==> src/rtl/puf_response_stabilizer_if.sv <==
// rtl/puf_response_stabilizer_if.sv - request, PUF-core and result signals of the PUF response stabilizer
//
// Purpose: bundles every non-clock/reset signal of puf_response_stabilizer.
//   master modport : requester + PUF core side (drives start/seed/raw results)
//   slave modport  : the stabilizer itself
// Signals:
//   start          request, sampled only while the stabilizer is idle
//   challenge_seed 16-bit challenge latched on an accepted start
//   puf_challenge  challenge driven to the PUF core for the whole run
//   puf_eval       one-cycle evaluate strobe to the PUF core
//   puf_raw_valid  PUF core raw result valid
//   puf_raw        16-bit raw PUF response
//   puf_response   majority-voted response
//   puf_ready      one-cycle result-valid pulse
//   busy           high whenever a run is in progress
//   unstable_mask  per-bit marginal flag
//   stable_err     OR of unstable_mask
//   timeout        last run aborted because the PUF core never answered

interface puf_response_stabilizer_if;
  logic        start;
  logic [15:0] challenge_seed;
  logic [15:0] puf_challenge;
  logic        puf_eval;
  logic        puf_raw_valid;
  logic [15:0] puf_raw;
  logic [15:0] puf_response;
  logic        puf_ready;
  logic        busy;
  logic [15:0] unstable_mask;
  logic        stable_err;
  logic        timeout;

  modport master (
    output start, challenge_seed, puf_raw_valid, puf_raw,
    input  puf_challenge, puf_eval, puf_response, puf_ready, busy,
           unstable_mask, stable_err, timeout
  );

  modport slave (
    input  start, challenge_seed, puf_raw_valid, puf_raw,
    output puf_challenge, puf_eval, puf_response, puf_ready, busy,
           unstable_mask, stable_err, timeout
  );
endinterface

==> src/rtl/puf_response_stabilizer.sv <==
// rtl/puf_response_stabilizer.sv - repeats one PUF challenge and majority-votes a stable 16-bit response
//
// Purpose: on start, evaluates the PUF NUM_SAMPLES times with the same
// challenge, counts ones per response bit, votes each bit, flags bits whose
// minority count exceeds FLIP_TOL, and aborts with a timeout if the PUF core
// stays silent for TIMEOUT_CYC cycles after an evaluate strobe.
// Ports:
//   clk    clock
//   rst_n  asynchronous active-low reset
//   bus    puf_response_stabilizer_if.slave (request, PUF core, results)

module puf_response_stabilizer #(
  parameter int NUM_SAMPLES = 7,
  parameter int CNT_W       = 5,
  parameter int FLIP_TOL    = 1,
  parameter int TIMEOUT_CYC = 255
) (
  input  logic                             clk,
  input  logic                             rst_n,
  puf_response_stabilizer_if.slave         bus
);

  localparam int TIMER_W = $clog2(TIMEOUT_CYC);
  localparam logic [CNT_W-1:0] N_C    = CNT_W'(NUM_SAMPLES);
  localparam logic [CNT_W-1:0] HALF_C = CNT_W'(NUM_SAMPLES / 2);
  localparam logic [CNT_W-1:0] TOL_C  = CNT_W'(FLIP_TOL);
  localparam logic [CNT_W-1:0] LAST_C = CNT_W'(NUM_SAMPLES - 1);
  // Timer value whose increment reaches TIMEOUT_CYC-1, i.e. the last WAIT cycle.
  localparam logic [TIMER_W-1:0] TMO_C = TIMER_W'(TIMEOUT_CYC - 2);

  typedef enum logic [2:0] {
    S_IDLE,
    S_ISSUE,
    S_WAIT,
    S_VOTE,
    S_DONE
  } state_e;

  state_e             state_q, state_d;
  logic [15:0]        challenge_q, challenge_d;
  logic [CNT_W-1:0]   ones_q [16];
  logic [CNT_W-1:0]   ones_d [16];
  logic [CNT_W-1:0]   sample_q, sample_d;
  logic [TIMER_W-1:0] timer_q, timer_d;
  logic [15:0]        response_q, response_d;
  logic [15:0]        mask_q, mask_d;
  logic               err_q, err_d;
  logic               timeout_q, timeout_d;

  // A bit is marginal when the losing value appeared more than FLIP_TOL times.
  function automatic logic is_unstable(input logic [CNT_W-1:0] ones);
    logic [CNT_W-1:0] minority;
    minority = (ones > HALF_C) ? (N_C - ones) : ones;
    return minority > TOL_C;
  endfunction

  always_ff @(posedge clk or negedge rst_n) begin
    if (!rst_n) begin
      state_q     <= S_IDLE;
      challenge_q <= '0;
      for (int i = 0; i < 16; i++) ones_q[i] <= '0;
      sample_q    <= '0;
      timer_q     <= '0;
      response_q  <= '0;
      mask_q      <= '0;
      err_q       <= 1'b0;
      timeout_q   <= 1'b0;
    end else begin
      state_q     <= state_d;
      challenge_q <= challenge_d;
      for (int i = 0; i < 16; i++) ones_q[i] <= ones_d[i];
      sample_q    <= sample_d;
      timer_q     <= timer_d;
      response_q  <= response_d;
      mask_q      <= mask_d;
      err_q       <= err_d;
      timeout_q   <= timeout_d;
    end
  end

  always_comb begin
    state_d     = state_q;
    challenge_d = challenge_q;
    for (int i = 0; i < 16; i++) ones_d[i] = ones_q[i];
    sample_d    = sample_q;
    timer_d     = timer_q;
    response_d  = response_q;
    mask_d      = mask_q;
    err_d       = err_q;
    timeout_d   = timeout_q;

    case (state_q)
      S_IDLE: begin
        if (bus.start) begin
          challenge_d = bus.challenge_seed;
          for (int i = 0; i < 16; i++) ones_d[i] = '0;
          sample_d  = '0;
          timeout_d = 1'b0;
          err_d     = 1'b0;
          state_d   = S_ISSUE;
        end
      end
      S_ISSUE: begin
        timer_d = '0;
        state_d = S_WAIT;
      end
      S_WAIT: begin
        if (bus.puf_raw_valid) begin
          for (int i = 0; i < 16; i++) ones_d[i] = ones_q[i] + CNT_W'(bus.puf_raw[i]);
          sample_d = sample_q + CNT_W'(1);
          state_d  = (sample_q == LAST_C) ? S_VOTE : S_ISSUE;
        end else if (timer_q == TMO_C) begin
          timeout_d  = 1'b1;
          response_d = 16'h0000;
          mask_d     = 16'hFFFF;
          err_d      = 1'b1;
          state_d    = S_DONE;
        end else begin
          timer_d = timer_q + TIMER_W'(1);
        end
      end
      S_VOTE: begin
        for (int i = 0; i < 16; i++) begin
          response_d[i] = ones_q[i] > HALF_C;
          mask_d[i]     = is_unstable(ones_q[i]);
        end
        err_d   = |mask_d;
        state_d = S_DONE;
      end
      S_DONE: begin
        state_d = S_IDLE;
      end
      default: begin
        state_d = S_IDLE;
      end
    endcase
  end

  // Strobes decode straight from the state register so reset clears them at once.
  assign bus.puf_eval      = (state_q == S_ISSUE);
  assign bus.puf_ready     = (state_q == S_DONE);
  assign bus.busy          = (state_q != S_IDLE);
  assign bus.puf_challenge = challenge_q;
  assign bus.puf_response  = response_q;
  assign bus.unstable_mask = mask_q;
  assign bus.stable_err    = err_q;
  assign bus.timeout       = timeout_q;

endmodule

==> src/flat_wrapper.sv <==
// flat-port wrapper written by rule: the top's interface ports become plain ports
module puf_response_stabilizer_flat 
#(
  parameter int NUM_SAMPLES = 7,
  parameter int CNT_W       = 5,
  parameter int FLIP_TOL    = 1,
  parameter int TIMEOUT_CYC = 255
)
  (clk, rst_n, bus_start, bus_challenge_seed, bus_puf_raw_valid, bus_puf_raw, bus_puf_challenge, bus_puf_eval, bus_puf_response, bus_puf_ready, bus_busy, bus_unstable_mask, bus_stable_err, bus_timeout);
  puf_response_stabilizer_if bus_i ();
  input  logic clk;
  input  logic rst_n;
  input wire logic [$bits(bus_i.start)-1:0] bus_start;
  input wire logic [$bits(bus_i.challenge_seed)-1:0] bus_challenge_seed;
  input wire logic [$bits(bus_i.puf_raw_valid)-1:0] bus_puf_raw_valid;
  input wire logic [$bits(bus_i.puf_raw)-1:0] bus_puf_raw;
  output wire logic [$bits(bus_i.puf_challenge)-1:0] bus_puf_challenge;
  output wire logic [$bits(bus_i.puf_eval)-1:0] bus_puf_eval;
  output wire logic [$bits(bus_i.puf_response)-1:0] bus_puf_response;
  output wire logic [$bits(bus_i.puf_ready)-1:0] bus_puf_ready;
  output wire logic [$bits(bus_i.busy)-1:0] bus_busy;
  output wire logic [$bits(bus_i.unstable_mask)-1:0] bus_unstable_mask;
  output wire logic [$bits(bus_i.stable_err)-1:0] bus_stable_err;
  output wire logic [$bits(bus_i.timeout)-1:0] bus_timeout;
  assign bus_i.start = bus_start;
  assign bus_i.challenge_seed = bus_challenge_seed;
  assign bus_i.puf_raw_valid = bus_puf_raw_valid;
  assign bus_i.puf_raw = bus_puf_raw;
  assign bus_puf_challenge = bus_i.puf_challenge;
  assign bus_puf_eval = bus_i.puf_eval;
  assign bus_puf_response = bus_i.puf_response;
  assign bus_puf_ready = bus_i.puf_ready;
  assign bus_busy = bus_i.busy;
  assign bus_unstable_mask = bus_i.unstable_mask;
  assign bus_stable_err = bus_i.stable_err;
  assign bus_timeout = bus_i.timeout;
  puf_response_stabilizer #(.NUM_SAMPLES(NUM_SAMPLES), .CNT_W(CNT_W), .FLIP_TOL(FLIP_TOL), .TIMEOUT_CYC(TIMEOUT_CYC)) u_core (.clk(clk), .rst_n(rst_n), .bus(bus_i));
endmodule
==> config.mk <==
export PLATFORM = sky130hd
export DESIGN_NAME = puf_response_stabilizer_flat
export DESIGN_NICKNAME = d
export VERILOG_FILES = /design/src/rtl/puf_response_stabilizer_if.sv /design/src/rtl/puf_response_stabilizer.sv /design/src/flat_wrapper.sv
export SDC_FILE = /design/constraint.sdc
export NUM_CORES = 1
export LEC_CHECK = 0
export ABC_AREA = 1
export BUFFER_PORTS_ARGS = -buffer_cell sky130_fd_sc_hd__buf_2
export CAP_MARGIN = 20
export CORE_ASPECT_RATIO = 1.25
export CORE_MARGIN = 2
export CORE_UTILIZATION = 64
export CTS_CLUSTER_DIAMETER = 150
export CTS_CLUSTER_SIZE = 28
export DETAILED_ROUTE_END_ITERATION = 16
export PLACE_DENSITY = 0.86
export RECOVER_POWER = 50
export SLEW_MARGIN = 0
export SYNTH_ARGS = -nofsm -noshare
export SYNTH_HDL_FRONTEND = slang
export SYNTH_SLANG_ARGS = --single-unit
==> constraint.sdc <==
create_clock -name clk -period 4.4 [get_ports clk]
set_clock_uncertainty 0.05 [all_clocks]
set_input_delay 0.88 -clock clk [delete_from_list [all_inputs] [get_ports clk]]
set_output_delay 0.88 -clock clk [all_outputs]
set_load 0.02 [all_outputs]
Word-level counts from Yosys, hierarchy flattened
Index checks and enable logic that the tools add are counted.

cells by class
  div/mod/pow operators = 0
  bitwise gates (word level) = 0
  reduce and logical (&&, ||, !) cells = 14
  add/sub/neg operators = 34
  shifts and indexed selects = 0
  equality and inequality tests = 12
  magnitude comparators = 32
  $mul = 0
  multiplexer cells = 41

operator list
  cell                                                                   number
  80-bit two-way mux                                                     2
  80-bit case mux with 2 select lines                                    1
  5-bit two-way mux                                                      18
  5-bit by 1-bit adder with 5-bit output                                 16
  5-bit by 1-bit > comparator with 1-bit output (second input constant)  16
  5-bit by 2-bit > comparator with 1-bit output (second input constant)  16
  3-bit by 5-bit subtractor with 5-bit output (first input constant)     16
  16-bit two-way mux                                                     4
  16-bit case mux with 2 select lines                                    2
  8-bit two-way mux                                                      2
  8-bit case mux with 2 select lines                                     1
  16-bit OR reduction                                                    1
  3-bit case mux with 4 select lines                                     1
  5-bit case mux with 2 select lines                                     1
  3-bit two-way mux                                                      3
  3-bit AND reduction                                                    3
  8-bit by 1-bit adder with 8-bit output (second input constant)         1
  8-bit == test (second input constant)                                  1
  2-bit inequality test (second input constant)                          4
  4-bit AND reduction                                                    2
  3-bit by 2-bit == test with 1-bit output (second input constant)       2
  2-bit nonzero test                                                     3
  3-bit nonzero test                                                     2
  5-bit by 1-bit adder with 5-bit output (second input constant)         1
  other kinds (11)                                                       14

word-level totals
  output and inout bits = 53
  logic and storage cells = 157
  memory bits (writable) = 0
  memories kept = 0
  ROM bits = 0
  latch bits = 0
  flip-flop bits (word level) = 146

Depth between registers and ports, before layout
  word-level depth = 5
  depth in mapped cells = 18
  gate-level depth less buffers = 18

Worst setup path before layout
OpenSTA, ideal clock, no wires.

  path type = register to output
  from = reg u_core.state_q[1]
  to = out bus_puf_eval
  arrival = 1088 ps
  path slack = 2382 ps
  data required time = 3470 ps
  cell stages (with the launch flop) = 2
  buffers on the path = 0
  cells stage by stage = dfrtp_1 > nor3_1

on the way
  word-level cells in the longest chain between the ends = 1

RTL lines
  item                                      RTL line                        source
  start, declared                           puf_response_stabilizer.sv:39   state_e state_q, state_d;
  start signal, assigned                    puf_response_stabilizer.sv:69   state_q <= state_d;
  3-bit by 1-bit == test with 1-bit output  puf_response_stabilizer.sv:140  assign bus.puf_eval = (state_q == S_ISSUE);
  end, declared                             flat_wrapper.sv:18              output wire logic [$bits(bus_i.puf_eval)-1:0] bus_puf_eval;

No other way between the ends.

Final worst setup path
  from = reg u_core.state_q[1]
  to = reg u_core.ones_q[64] (netlist name)

on the way
  word-level cells in the longest chain between the ends = 3
  elaborated cells between the ends (all ways) = 7

RTL lines
  item                                                                                 RTL line                       source
  3-bit by 2-bit == test with 1-bit output / 3-bit zero test (equally long branches)   puf_response_stabilizer.sv:92  case (state_q)
  2-bit inequality test (no source line) / 2-bit nonzero test (equally long branches)  -
  3-bit AND reduction (no source line)                                                 -
  end, declared                                                                        puf_response_stabilizer.sv:41  logic [CNT_W-1:0] ones_q [16];

Several ways; a longest one is shown, not always the timed one.
A chain may end at the register's enable or synchronous reset.

==> results.yml <==
drt:
  vias: 7884
  drc: 0
  viasPerCell: 5.55
  antenna_left: 0
  drt_iter0_markers: 465
  routedWlPerCell_um: 14.4
  drt_wl_total_um: 20400
  drt-pass1-iter-count: 5
setup_path:
  cp-start-kind: "register"
  crit_type: "register to register"
  worst-path-max-fanout: 40
  cp.arrival_ns: 3.58
  cp-end-kind: "register"
  worstRegToRegCells: 12
  cp.required_ns: 4.69
final_layout:
  fin_nets: 1341
  final_common_cell: "nand2_1"
  stdcell_count: 1421
  drive_above_1_share_pct: 11.2
  n_fill_cell: 1030
  layout_common_cells: "nand2_1, dfrtp_1, inv_1"
  final_core_util_pct: 74.5
  area_growth_pct: 14.4
  antenna_cells: 0
clock_network:
  numCtsBuffers: 17
  clockBufferDepth: 2
  cts_tree: "done"
  clock_latency_ns: 0.43
  cts.htree.levels: 4
  postCtsResizedCells: 0
  cts_hold_buf: 0
  clockRootBuffer: "clkbuf_16"
  post-cts-setup-buffers: 0
  cts_num_sinks: 146
  clk_pin_slew_ns: 0.06
status:
  status: "finished, violations left"
  violations: "max-capacitance violations, max-slew violations"
timing:
  tns_ns: 0
  fin_crit_sh_pct: 74.8
  min_period_ns: 3.29
  maxSlewViolCount: 181
  setup_viol: 0
  fmax_mhz: 304
  worst_slew_pin_slew_ns: 2.65
  maxSlewHeadroom_pct: -76.6
  rsz0062_at_grt: "false"
  final_hold_viol_count: 0
job:
  max-cap-violations: 2
pwr:
  peakVddDrop_v: 0.000341
  p_leak_nw: 5.25
  power.density_nw_per_um2: 661
  total_power_mw: 6.49
placed_design:
  dp_cells: 1389
  port_buffers: 88
  place_hpwl_um: 13500
  globalplace.congestion: 0.911
floorplanning:
  start_util_pct: 65.1
  die_height_um: 133
  ios: 89
  core_um2: 13200
  die_area_um2: 14400
  fp.dieW_um: 108
  placementRows: 47
synth:
  netlist_instances: 1151
  ys_ff_latch: 146
  seq_area_frac_synth_pct: 42.6
  ys_warn_count: 0
  ys_types: 38
  synth_area_um2: 8580
  syn_avg_cell_area_um2: 7.45
  syn_nets: 1255
grt:
  grt-ovfl-total: 0
  grt_antenna_before_repair: 0
  grt_usage_pct: 29.8
  grt_max_degree: 106
  grt_pass1_vias: 7573
  grt_pass1_wl_um: 34100
hold_path:
  hold-path-cell-count: 1
  hp-class: "register to register"
==> synth_stat cells <==
| cell | n | area, µm² |
|---|---|---|
| inv_1 | 109 | 409 |
| o21ai_1 | 6 | 30.0 |
| a31oi_1 | 1 | 6.26 |
| a211oi_1 | 1 | 7.51 |
| a32o_1 | 1 | 10.0 |
| nor3_1 | 19 | 95.1 |
| clkbuf_1 | 16 | 60.1 |
| nand3_1 | 75 | 375 |
| buf_2 | 6 | 30.0 |
| buf_1 | 2 | 7.51 |
| xor2_1 | 2 | 17.5 |
| o21ai_0 | 72 | 360 |
| a22o_1 | 8 | 70.1 |
| nor2_2 | 6 | 37.5 |
| nor2_4 | 2 | 22.5 |
| and3_1 | 1 | 6.26 |
| nand4_1 | 14 | 87.6 |
| o21ai_2 | 1 | 8.76 |
| buf_4 | 1 | 7.51 |
| o221a_2 | 5 | 56.3 |
| o311ai_0 | 1 | 8.76 |
| inv_2 | 8 | 30.0 |
| buf_6 | 1 | 11.3 |
| dfrtp_1 | 146 | 3650 |
| o31ai_1 | 1 | 7.51 |
| o22a_1 | 1 | 8.76 |
| nand2_1 | 383 | 1440 |
| nor3b_1 | 1 | 7.51 |
| a21oi_1 | 77 | 385 |
| nand3b_1 | 1 | 7.51 |
| clkinv_1 | 1 | 3.75 |
| ha_1 | 68 | 851 |
| nor3_2 | 1 | 10.0 |
| or2_2 | 1 | 6.26 |
| a21boi_0 | 1 | 7.51 |
| nand2_2 | 1 | 6.26 |
| nand4_2 | 2 | 25.0 |
| nor2_1 | 108 | 405 |
==> layer usage <==
layer  vias up  share of wire (%)  GRT usage, %
met1      3661                 41          36.3
met2       238                 49          50.5
met5         -                  0             0
li1       3918                  -             -
met3        67                5.8          5.58
met4         0                4.2          14.9
==> kinds of logic (layout without fill, tap and decap cells) <==
family	count (synthesis)	count (layout)	synth area share [%]
AND/OR/NAND/NOR	615	615	29.5
AO/OA/AOI/OAI	176	176	11.3
adder cells (fa/ha/maj)	68	68	9.92
buffers and inverters	144	243	6.52
XOR/XNOR	2	2	0.204
flip-flops	146	146	42.6
==> worst paths after layout <==
kind	startpoint	to	slack, ns
max	u_core.state_q[1]	u_core.ones_q[64]	1.11
min	u_core.ones_q[69]	u_core.ones_q[69]	0.42
max reg2reg	u_core.state_q[1]	u_core.ones_q[64]	1.11
min reg2reg	u_core.ones_q[69]	u_core.ones_q[69]	0.42
max in group asynchronous	rst_n	u_core.ones_q[71]	1.53
min in group asynchronous	rst_n	u_core.ones_q[42]	1.21
==> sequential cells by signal, indices dropped and copies added (netlist names) <==
register / cells
u_core.bus.unstable_mask: 16
u_core.timer_q: 8
u_core.ones_q: 80
u_core.bus.timeout: 1
u_core.state_q: 3
u_core.bus.puf_response: 16
u_core.sample_q: 5
u_core.bus.stable_err: 1
u_core.bus.puf_challenge: 16
==> through the flow <==
| step | worst slack (ns) | instance area [µm²] | hold WS [ns] |
|---|---|---|---|
| 6_report | 1.11 | 9820 | 0.424 |
| 5_1_grt | 0.745 | 9820 | 0.455 |
| 4_1_cts | 1.45 | 9840 | 0.420 |
| 3_5_place_dp | 1.37 | 9180 | 0.406 |
| 3_3_place_gp | 1.46 | 9180 | 0.399 |
| 2_1_floorplan | 2.38 | 8580 | 0.379 |
==> where the power goes <==
group          leakage, nW  switching [mW]  total [mW]  internal, mW
logic                 3.01            1.89        2.74         0.857
registers             1.92           0.390        2.13          1.74
clock network        0.326           0.557        1.62          1.06
total                 5.25            2.83        6.49          3.66
==> final cells by class <==
cell class | instances | area, µm² | share of cell area (%)
clock inverter | 10 | 178 | 1.81
timing repair buffer | 93 | 479 | 4.88
tap | 171 | 214 | 2.18
sequential | 146 | 3650 | 37.2
multi-input combinational | 861 | 4370 | 44.5
inverter | 118 | 443 | 4.51
clock buffer | 22 | 484 | 4.93
==> worst max-delay path: stages, from the launching register on <==
cell and delay (ns):
dfrtp_1 0.42, nor2_1 0.12, inv_1 0.06, nor2_1 0.13, nand2_1 0.09, inv_1 0.50
nor2_1 0.22, nor2_4 0.39, buf_4 0.48, nand3_1 0.18, nor2_1 0.19, o21ai_0 0.13
a21oi_1 0.23
Power figures use the tool's default switching activity.
